$ cat src/rtl/conv_pkg.sv
// Shared constants, FSM state type and helpers for the 3x3 convolution window generator.
package conv_pkg;

  localparam int K         = 3;
  localparam int DEF_PIX_W = 8;
  localparam int DEF_IMG_W = 28;
  localparam int DEF_IMG_H = 28;

  typedef enum logic [1:0] {
    IDLE = 2'd0,
    FILL = 2'd1,
    EMIT = 2'd2
  } conv_state_e;

  // Flat position of window element (row i, column j); row 0 is the oldest image row.
  function automatic int win_idx(input int i, input int j);
    return i * K + j;
  endfunction

  function automatic logic [2:0] fix_stride(input logic [2:0] s);
    return (s == 3'd0) ? 3'd1 : s;
  endfunction

endpackage

$ cat src/rtl/conv_line_buffer.sv
// One image row of pixel storage: combinational read of the old value, write on the clock edge.
module conv_line_buffer #(
  parameter  int DEPTH = 28,
  parameter  int PIX_W = 8,
  localparam int AW    = $clog2(DEPTH)
) (
  input  logic             clk,
  input  logic             wr_en,
  input  logic [AW-1:0]    addr,
  input  logic [PIX_W-1:0] wr_data,
  output logic [PIX_W-1:0] rd_data
);

  logic [PIX_W-1:0] mem_q [DEPTH];

  // Contents are never reset; the frame's first two rows overwrite them before any window uses them.
  assign rd_data = mem_q[addr];

  always_ff @(posedge clk) begin
    if (wr_en) begin
      mem_q[addr] <= wr_data;
    end
  end

endmodule

$ cat src/rtl/conv_window_gen.sv
// Turns a row-major pixel stream into strided 3x3 windows for the conv2d stage (valid-only, no padding).
module conv_window_gen
  import conv_pkg::*;
#(
  parameter  int IMG_W = DEF_IMG_W,
  parameter  int IMG_H = DEF_IMG_H,
  parameter  int PIX_W = DEF_PIX_W,
  localparam int CW    = $clog2(IMG_W),
  localparam int RW    = $clog2(IMG_H)
) (
  input  logic                   clk,
  input  logic                   rst,
  input  logic [2:0]             stride_x,
  input  logic [2:0]             stride_y,
  input  logic                   in_valid,
  output logic                   in_ready,
  input  logic [PIX_W-1:0]       in_pixel,
  output logic                   out_valid,
  input  logic                   out_ready,
  output logic [K*K*PIX_W-1:0]   out_window,
  output logic [RW-1:0]          out_row,
  output logic [CW-1:0]          out_col,
  output logic                   out_last
);

  localparam logic [CW-1:0] LAST_C = CW'(IMG_W - 1);
  localparam logic [RW-1:0] LAST_R = RW'(IMG_H - 1);

  conv_state_e state_q, state_d;
  logic [RW-1:0] r_q, r_d;
  logic [CW-1:0] c_q, c_d;
  logic [2:0]    sx_q, sx_d, sy_q, sy_d;
  logic [2:0]    col_ph_q, col_ph_d, row_ph_q, row_ph_d;
  logic [2:0]    col_ph_cur, row_ph_cur;
  logic [K*K-1:0][PIX_W-1:0] win_q, win_d;
  logic [K*K-1:0][PIX_W-1:0] out_win_q, out_win_d;
  logic          out_valid_q, out_valid_d;
  logic          out_last_q, out_last_d;
  logic [RW-1:0] out_row_q, out_row_d;
  logic [CW-1:0] out_col_q, out_col_d;

  logic             accept;
  logic             emit_hit;
  logic             last_hit;
  logic [PIX_W-1:0] lb0_rd, lb1_rd;

  assign in_ready = !rst && (!out_valid_q || out_ready);
  assign accept   = in_valid && in_ready;

  assign out_valid  = out_valid_q;
  assign out_window = out_win_q;
  assign out_row    = out_row_q;
  assign out_col    = out_col_q;
  assign out_last   = out_last_q;

  // lb0 holds the previous row, lb1 the row before it; lb0's displaced pixel moves into lb1.
  conv_line_buffer #(.DEPTH(IMG_W), .PIX_W(PIX_W)) u_lb0 (
    .clk     (clk),
    .wr_en   (accept),
    .addr    (c_q),
    .wr_data (in_pixel),
    .rd_data (lb0_rd)
  );

  conv_line_buffer #(.DEPTH(IMG_W), .PIX_W(PIX_W)) u_lb1 (
    .clk     (clk),
    .wr_en   (accept),
    .addr    (c_q),
    .wr_data (lb0_rd),
    .rd_data (lb1_rd)
  );

  always_comb begin
    state_d     = state_q;
    r_d         = r_q;
    c_d         = c_q;
    sx_d        = sx_q;
    sy_d        = sy_q;
    col_ph_d    = col_ph_q;
    row_ph_d    = row_ph_q;
    win_d       = win_q;
    out_valid_d = out_valid_q;
    out_last_d  = out_last_q;
    out_win_d   = out_win_q;
    out_row_d   = out_row_q;
    out_col_d   = out_col_q;

    // Phases restart at the first window-capable column/row, so phase 0 means "(pos-2) % stride == 0".
    col_ph_cur = (c_q == CW'(2)) ? 3'd0 : col_ph_q;
    row_ph_cur = (r_q == RW'(2)) ? 3'd0 : row_ph_q;

    emit_hit = (state_q == EMIT) && (r_q >= RW'(2)) && (c_q >= CW'(2)) &&
               (col_ph_cur == 3'd0) && (row_ph_cur == 3'd0);
    last_hit = ((16'(r_q) + 16'(sy_q)) > 16'(IMG_H - 1)) &&
               ((16'(c_q) + 16'(sx_q)) > 16'(IMG_W - 1));

    if (out_valid_q && out_ready) begin
      out_valid_d = 1'b0;
      out_last_d  = 1'b0;
    end

    if (accept) begin
      for (int i = 0; i < K; i++) begin
        for (int j = 0; j < K - 1; j++) begin
          win_d[win_idx(i, j)] = win_q[win_idx(i, j + 1)];
        end
      end
      win_d[win_idx(0, K - 1)] = lb1_rd;
      win_d[win_idx(1, K - 1)] = lb0_rd;
      win_d[win_idx(2, K - 1)] = in_pixel;

      col_ph_d = (col_ph_cur == sx_q - 3'd1) ? 3'd0 : col_ph_cur + 3'd1;

      if (c_q == LAST_C) begin
        c_d      = '0;
        row_ph_d = (row_ph_cur == sy_q - 3'd1) ? 3'd0 : row_ph_cur + 3'd1;
        r_d      = (r_q == LAST_R) ? '0 : r_q + RW'(1);
      end else begin
        c_d = c_q + CW'(1);
      end

      unique case (state_q)
        IDLE: begin
          sx_d    = fix_stride(stride_x);
          sy_d    = fix_stride(stride_y);
          state_d = FILL;
        end
        FILL: begin
          if (c_q == LAST_C && r_q == RW'(1)) state_d = EMIT;
        end
        EMIT: begin
          if (c_q == LAST_C && r_q == LAST_R) state_d = IDLE;
        end
        default: state_d = IDLE;
      endcase

      if (emit_hit) begin
        out_valid_d = 1'b1;
        out_last_d  = last_hit;
        out_win_d   = win_d;
        out_row_d   = r_q - RW'(2);
        out_col_d   = c_q - CW'(2);
      end
    end
  end

  always_ff @(posedge clk) begin
    if (rst) begin
      state_q     <= IDLE;
      r_q         <= '0;
      c_q         <= '0;
      sx_q        <= 3'd1;
      sy_q        <= 3'd1;
      col_ph_q    <= '0;
      row_ph_q    <= '0;
      win_q       <= '0;
      out_valid_q <= 1'b0;
      out_last_q  <= 1'b0;
      out_win_q   <= '0;
      out_row_q   <= '0;
      out_col_q   <= '0;
    end else begin
      state_q     <= state_d;
      r_q         <= r_d;
      c_q         <= c_d;
      sx_q        <= sx_d;
      sy_q        <= sy_d;
      col_ph_q    <= col_ph_d;
      row_ph_q    <= row_ph_d;
      win_q       <= win_d;
      out_valid_q <= out_valid_d;
      out_last_q  <= out_last_d;
      out_win_q   <= out_win_d;
      out_row_q   <= out_row_d;
      out_col_q   <= out_col_d;
    end
  end

endmodule

$ cat config.mk
export PLATFORM = sky130hd
export DESIGN_NAME = conv_window_gen
export DESIGN_NICKNAME = d
export VERILOG_FILES = /design/src/rtl/conv_pkg.sv /design/src/rtl/conv_line_buffer.sv /design/src/rtl/conv_window_gen.sv
export SDC_FILE = /design/constraint.sdc
export NUM_CORES = 1
export LEC_CHECK = 0
export CORE_ASPECT_RATIO = 1.5
export CORE_MARGIN = 1.5
export CORE_UTILIZATION = 38
export CTS_BUF_LIST = sky130_fd_sc_hd__clkbuf_16
export DETAILED_ROUTE_END_ITERATION = 7
export GPL_TIMING_DRIVEN = 0
export PLACE_DENSITY_LB_ADDON = 0.08
export SYNTH_ARGS = -nofsm -noshare
export SYNTH_HDL_FRONTEND = slang
export SYNTH_SLANG_ARGS = --single-unit
$ cat constraint.sdc
create_clock -name clk -period 2.9 [get_ports clk]
set_input_delay 0.435 -clock clk [delete_from_list [all_inputs] [get_ports clk]]
set_output_delay 0.435 -clock clk [all_outputs]
set_load 0.05 [all_outputs]
Word level (Yosys, flattened, before mapping)
Memory sizes are Yosys's and may differ from the RTL's. A register that Yosys moved wholly into a read port is not among the register bits.
Index checks and enable logic that the tools add are counted.

cells by class
  add/sub/neg operators = 10
  reduce and logical (&&, ||, !) cells = 22
  order comparisons = 4
  mux-type cells = 23
  equal/unequal tests = 11

operators by type and width
  cell                                                           count
  two-way mux 5 bit                                              6
  two-way mux 3 bit                                              6
  adder 5 x 3 -> 6 bit                                           2
  greater-than comparator 6 x 5 -> 1 bit, second input constant  2
  zero test 3 bit                                                4
  adder 5 x 1 -> 5 bit, second input constant                    2
  == test 5 x 2 -> 1 bit, second input constant                  2
  == test 5 bit, second input constant                           2
  >= comparator 5 x 2 -> 1 bit, second input constant            2
  logical AND 1 bit                                              10
  subtractor 5 x 2 -> 5 bit, second input constant               2
  two-way mux 1 bit                                              8
  adder 3 x 1 -> 3 bit, second input constant                    2
  == test 3 bit                                                  2
  case mux 2 bit (3 select lines)                                1
  AND reduction 2 bit                                            3
  subtractor 3 x 1 -> 3 bit, second input constant               2
  == test 5 x 1 -> 1 bit, second input constant                  1
  two-way mux 2 bit                                              2
  AND reduction 3 bit                                            1
  == test 2 x 1 -> 1 bit, second input constant                  1
  == test 2 bit, second input constant                           1
  zero test 1 bit                                                2
  zero test 2 bit                                                1
  other kinds (3)                                                3

storage, ports and cells
  register bits = 156
  output and inout port bits = 85
  bits in writable memories = 448
  memories kept = 2
  input port bits = 18

memories
  name         words  bits a word  read ports  clocked after memory_dff  wr ports  RTL line                RTL
  u_lb0.mem_q  28     8            1           1                         1         conv_line_buffer.sv:14  logic [PIX_W-1:0] mem_q [DEPTH];
  u_lb1.mem_q  28     8            1           1                         1         conv_line_buffer.sv:14

Longest topological paths before layout
  depth after elaboration = 7
  gate-level depth with buffers = 11

Hierarchy
Synthesis repeated with hierarchy kept, for this count alone.

second synthesis, totals
  cell total of the unflattened synthesis = 1679
  area total of the unflattened synthesis = 23784.1 µm²

modules (own cells, without submodules)
  module            cells an instance  instances  area each (µm²)  seq. area each (µm²)
  conv_line_buffer  454                2          8799.7           6726.5
  conv_window_gen   771                1          6184.7           3123.0

Worst setup path after synthesis
OpenSTA, ideal clock, no wires.

  kind = register to register
  start = register with a tool-made name
  end = memory u_lb1.mem_q[0][3] (data pin)
  setup slack = 0.290 ns
  path buffers = 3
  stages on the path, launching flop included = 8
  data arrival time = 2.217 ns
  setup time = 0.394 ns
  cell sequence = dfxtp_1 > buf_2 > and2_1 > clkbuf_1 > clkbuf_1 > a22oi_1 > a21oi_1 > nor4_2

RTL lines
  element    RTL line
  to (decl)  conv_line_buffer.sv:14

==> flow_summary.toml <==
[route]
ant_nets = 0
first_pass_iters = 5
drt_iter0_drc = 872
via_per_inst = 5.37
drt_wl_total_um = 72100
wl_per_cell_um = 26.2
post-route-drc-count = 0
vias = 14800

[global_routing]
grt_pass1_vias = 15300
grt_max_degree = 31
grt_pass1_wl_um = 104000
overflow = 0
antenna_found_initial = 3
grt_use_total_pct = 22.4

[setup_path]
worstPathRequired_ns = 3.39
endpoint_kind = "flop"
r2r_cells = 8
startpoint_type = "flop"
critPathMaxFanout = 10
arrival_ns = 3.35
path_class = "flop to flop"

[timing]
fmax_ghz = 0.349
rsz0062_at_grt = "false"
hold_violations = 0
tightest_slew_ns = 1.36
finalSetupViolations = 0
finalCriticalPeriod_ns = 2.86
finalCritPeriodShare_pct = 98.7
clock_skew_ns = 0.0188
slew_headroom_pct = 9.20
slew_viol_final = 0

[die]
fp.dieW_um = 207
core_um2 = 62100
die_h_um = 309
io_pins = 103
initial_core_util_pct = 38.3
die_area_um2 = 64100
rows = 112

[finish]
layout_common_cells = "edfxtp_1 (448), mux2i_1 (224), nand2_1 (212)"
drive_gt1_share_pct = 13.1
final_common_cell = "edfxtp_1"
final_util_pct = 46.1
area_delta_synth_final_pct = 20.4
antennaDiodeCount = 0
final_nets = 1947
final_area_um2 = 28600

[run_status]
status = "finished, final reports clean"

[logic_synthesis]
synth_seq_cells = 609
synth_cell_types = 60
synth.avg_cell_area_um2 = 13.9
synth_ff_type = "edfxtp_1"
synth_nets = 1754
synthesis.area_um2 = 23800
synth-seq-area-share_pct = 70.2
synth_warnings = 0
async_flop_share_pct = 0
synth_edf_count = 448
syn_inst = 1711

[worst_hold_path]
hold_depth = 3
hold_path_class = "input pin to flop"

[clock_tree]
cts_root_buf = "clkbuf_16"
htreeDepth = 2
clk_latency_ns = 0.60
cts_tree = "done"
cts_made_buffers = 56
cts_sinks = 609
clk_path_buf_depth = 3
clk_pin_slew_ns = 0.07

[power_and_ir_drop]
p_leak_nw = 9.42
finalPower_mw = 18.5
peakVddDrop_mv = 0.614
p_per_area_nw_per_um2 = 648

[placed_design]
gp_congestion = 0.902
portBuffers = 101
placed_area_um2 = 26200
dp_hpwl_um = 49900

[flow_run]
cap_viol_max_count = 0
-- state kept, by name, summed over array words and instances (netlist names), named ones only --
name         cells
c_q              5
sy_q             3
out_valid        1
out_col          5
win_q           48
col_ph_q         3
u_lb0.mem_q    224
sx_q             3
state_q          2
out_last         1
u_lb1.mem_q    224
out_row          5
out_window      72
row_ph_q         3
r_q              5
-- metal layers --
layer  vias to the layer above  share of wire (%)  GRT usage, %
met5                         -                  0             0
met4                         0                4.7          10.4
met3                       135                3.8          2.61
met2                       412                 55          43.8
met1                      7419                 37          24.0
li1                       6804                  -             -
-- metrics by stage --
step                hold WS [ns]  setup TNS, ns  std cells  worst slack (ns)
global route               0.432              0       2749           0.00196
detailed placement         0.449        -437.27       2634             -1.38
global placement           0.446        -822.17       2610             -1.89
CTS                        0.430          -2.37       2750           -0.0887
floorplan                  0.427              0       1711             0.290
finish                     0.386              0       2749            0.0378
-- cells in the mapped netlist (4+ instances only) --
master,count,share of area (%)
a211oi_1,7,0.22
xnor2_1,9,0.33
o21a_1,12,0.38
buf_2,23,0.48
nor2b_1,7,0.18
a31o_2,6,0.22
buf_4,14,0.44
a31oi_1,20,0.53
o22ai_1,16,0.42
and3_1,7,0.18
nor3_1,7,0.15
dfxtp_1,161,14
edfxtp_1,448,57
ha_1,23,1.2
inv_1,18,0.28
clkbuf_1,67,1.1
nor2_1,57,0.90
a21oi_1,105,2.2
mux2_2,8,0.38
xor2_1,4,0.15
nand4_1,4,0.11
a22oi_1,85,2.7
and2_1,10,0.26
nand2_1,213,3.4
mux2i_1,224,9.4
nand3_1,80,1.7
a22o_1,8,0.29
o21ai_0,15,0.32
-- repair_timing --
item,in CTS,in global routing
endpoints found under the setup margin,377,441
gates cloned,4,0
pin swaps,5,1
hold buffers,0,0
setup buffers,7,0
resized for setup,55,37
-- power by group --
group | internal (mW) | switching [mW]
combinational | 0.365 | 0.785
clock | 4.53 | 3.29
sequential | 9.50 | 0.0683
total | 14.4 | 4.14
-- area by class of cell --
type	instances	area (um^2)
Buffer	108	551
Inverter	19	76.3
Tap cell	798	998
Clock inverter	45	449
Multi-Input combinational cell	978	6870
Clock buffer	60	1500
Fill cell	5584	33500
Timing Repair Buffer	132	1480
Sequential cell	609	16700
-- logic make-up (layout without fill, tap and decap cells) --
logic type,Yosys count,after routing,share of synthesized area (%)
flip-flops,609,609,70.2
AO/OA/AOI/OAI,293,293,7.99
AND/OR/NAND/NOR,410,414,7.70
XOR/XNOR,13,13,0.479
buffers and inverters,128,364,2.41
multiplexers,232,232,9.82
adder cells (fa/ha/maj),26,26,1.42
-- final timing paths --
path	slack, ns	start	end
setup / recovery	0.04	flop	win_q[16]
hold / removal	0.39	in_pixel[3]	win_q[67]
setup reg to reg	0.04	flop	win_q[16]
hold reg to reg	0.46	out_window[51]	out_window[51]
-- worst max-delay path: stages (launching register included) --
cell      delay, ns
dfxtp_1        0.40
buf_2          0.23
and2_1         0.14
clkbuf_1       0.26
clkbuf_1       0.54
a22oi_1        0.20
a21oi_1        0.50
nor4_1         0.25
a22o_1         0.23
No activity file was read; power rests on OpenSTA's default activity.
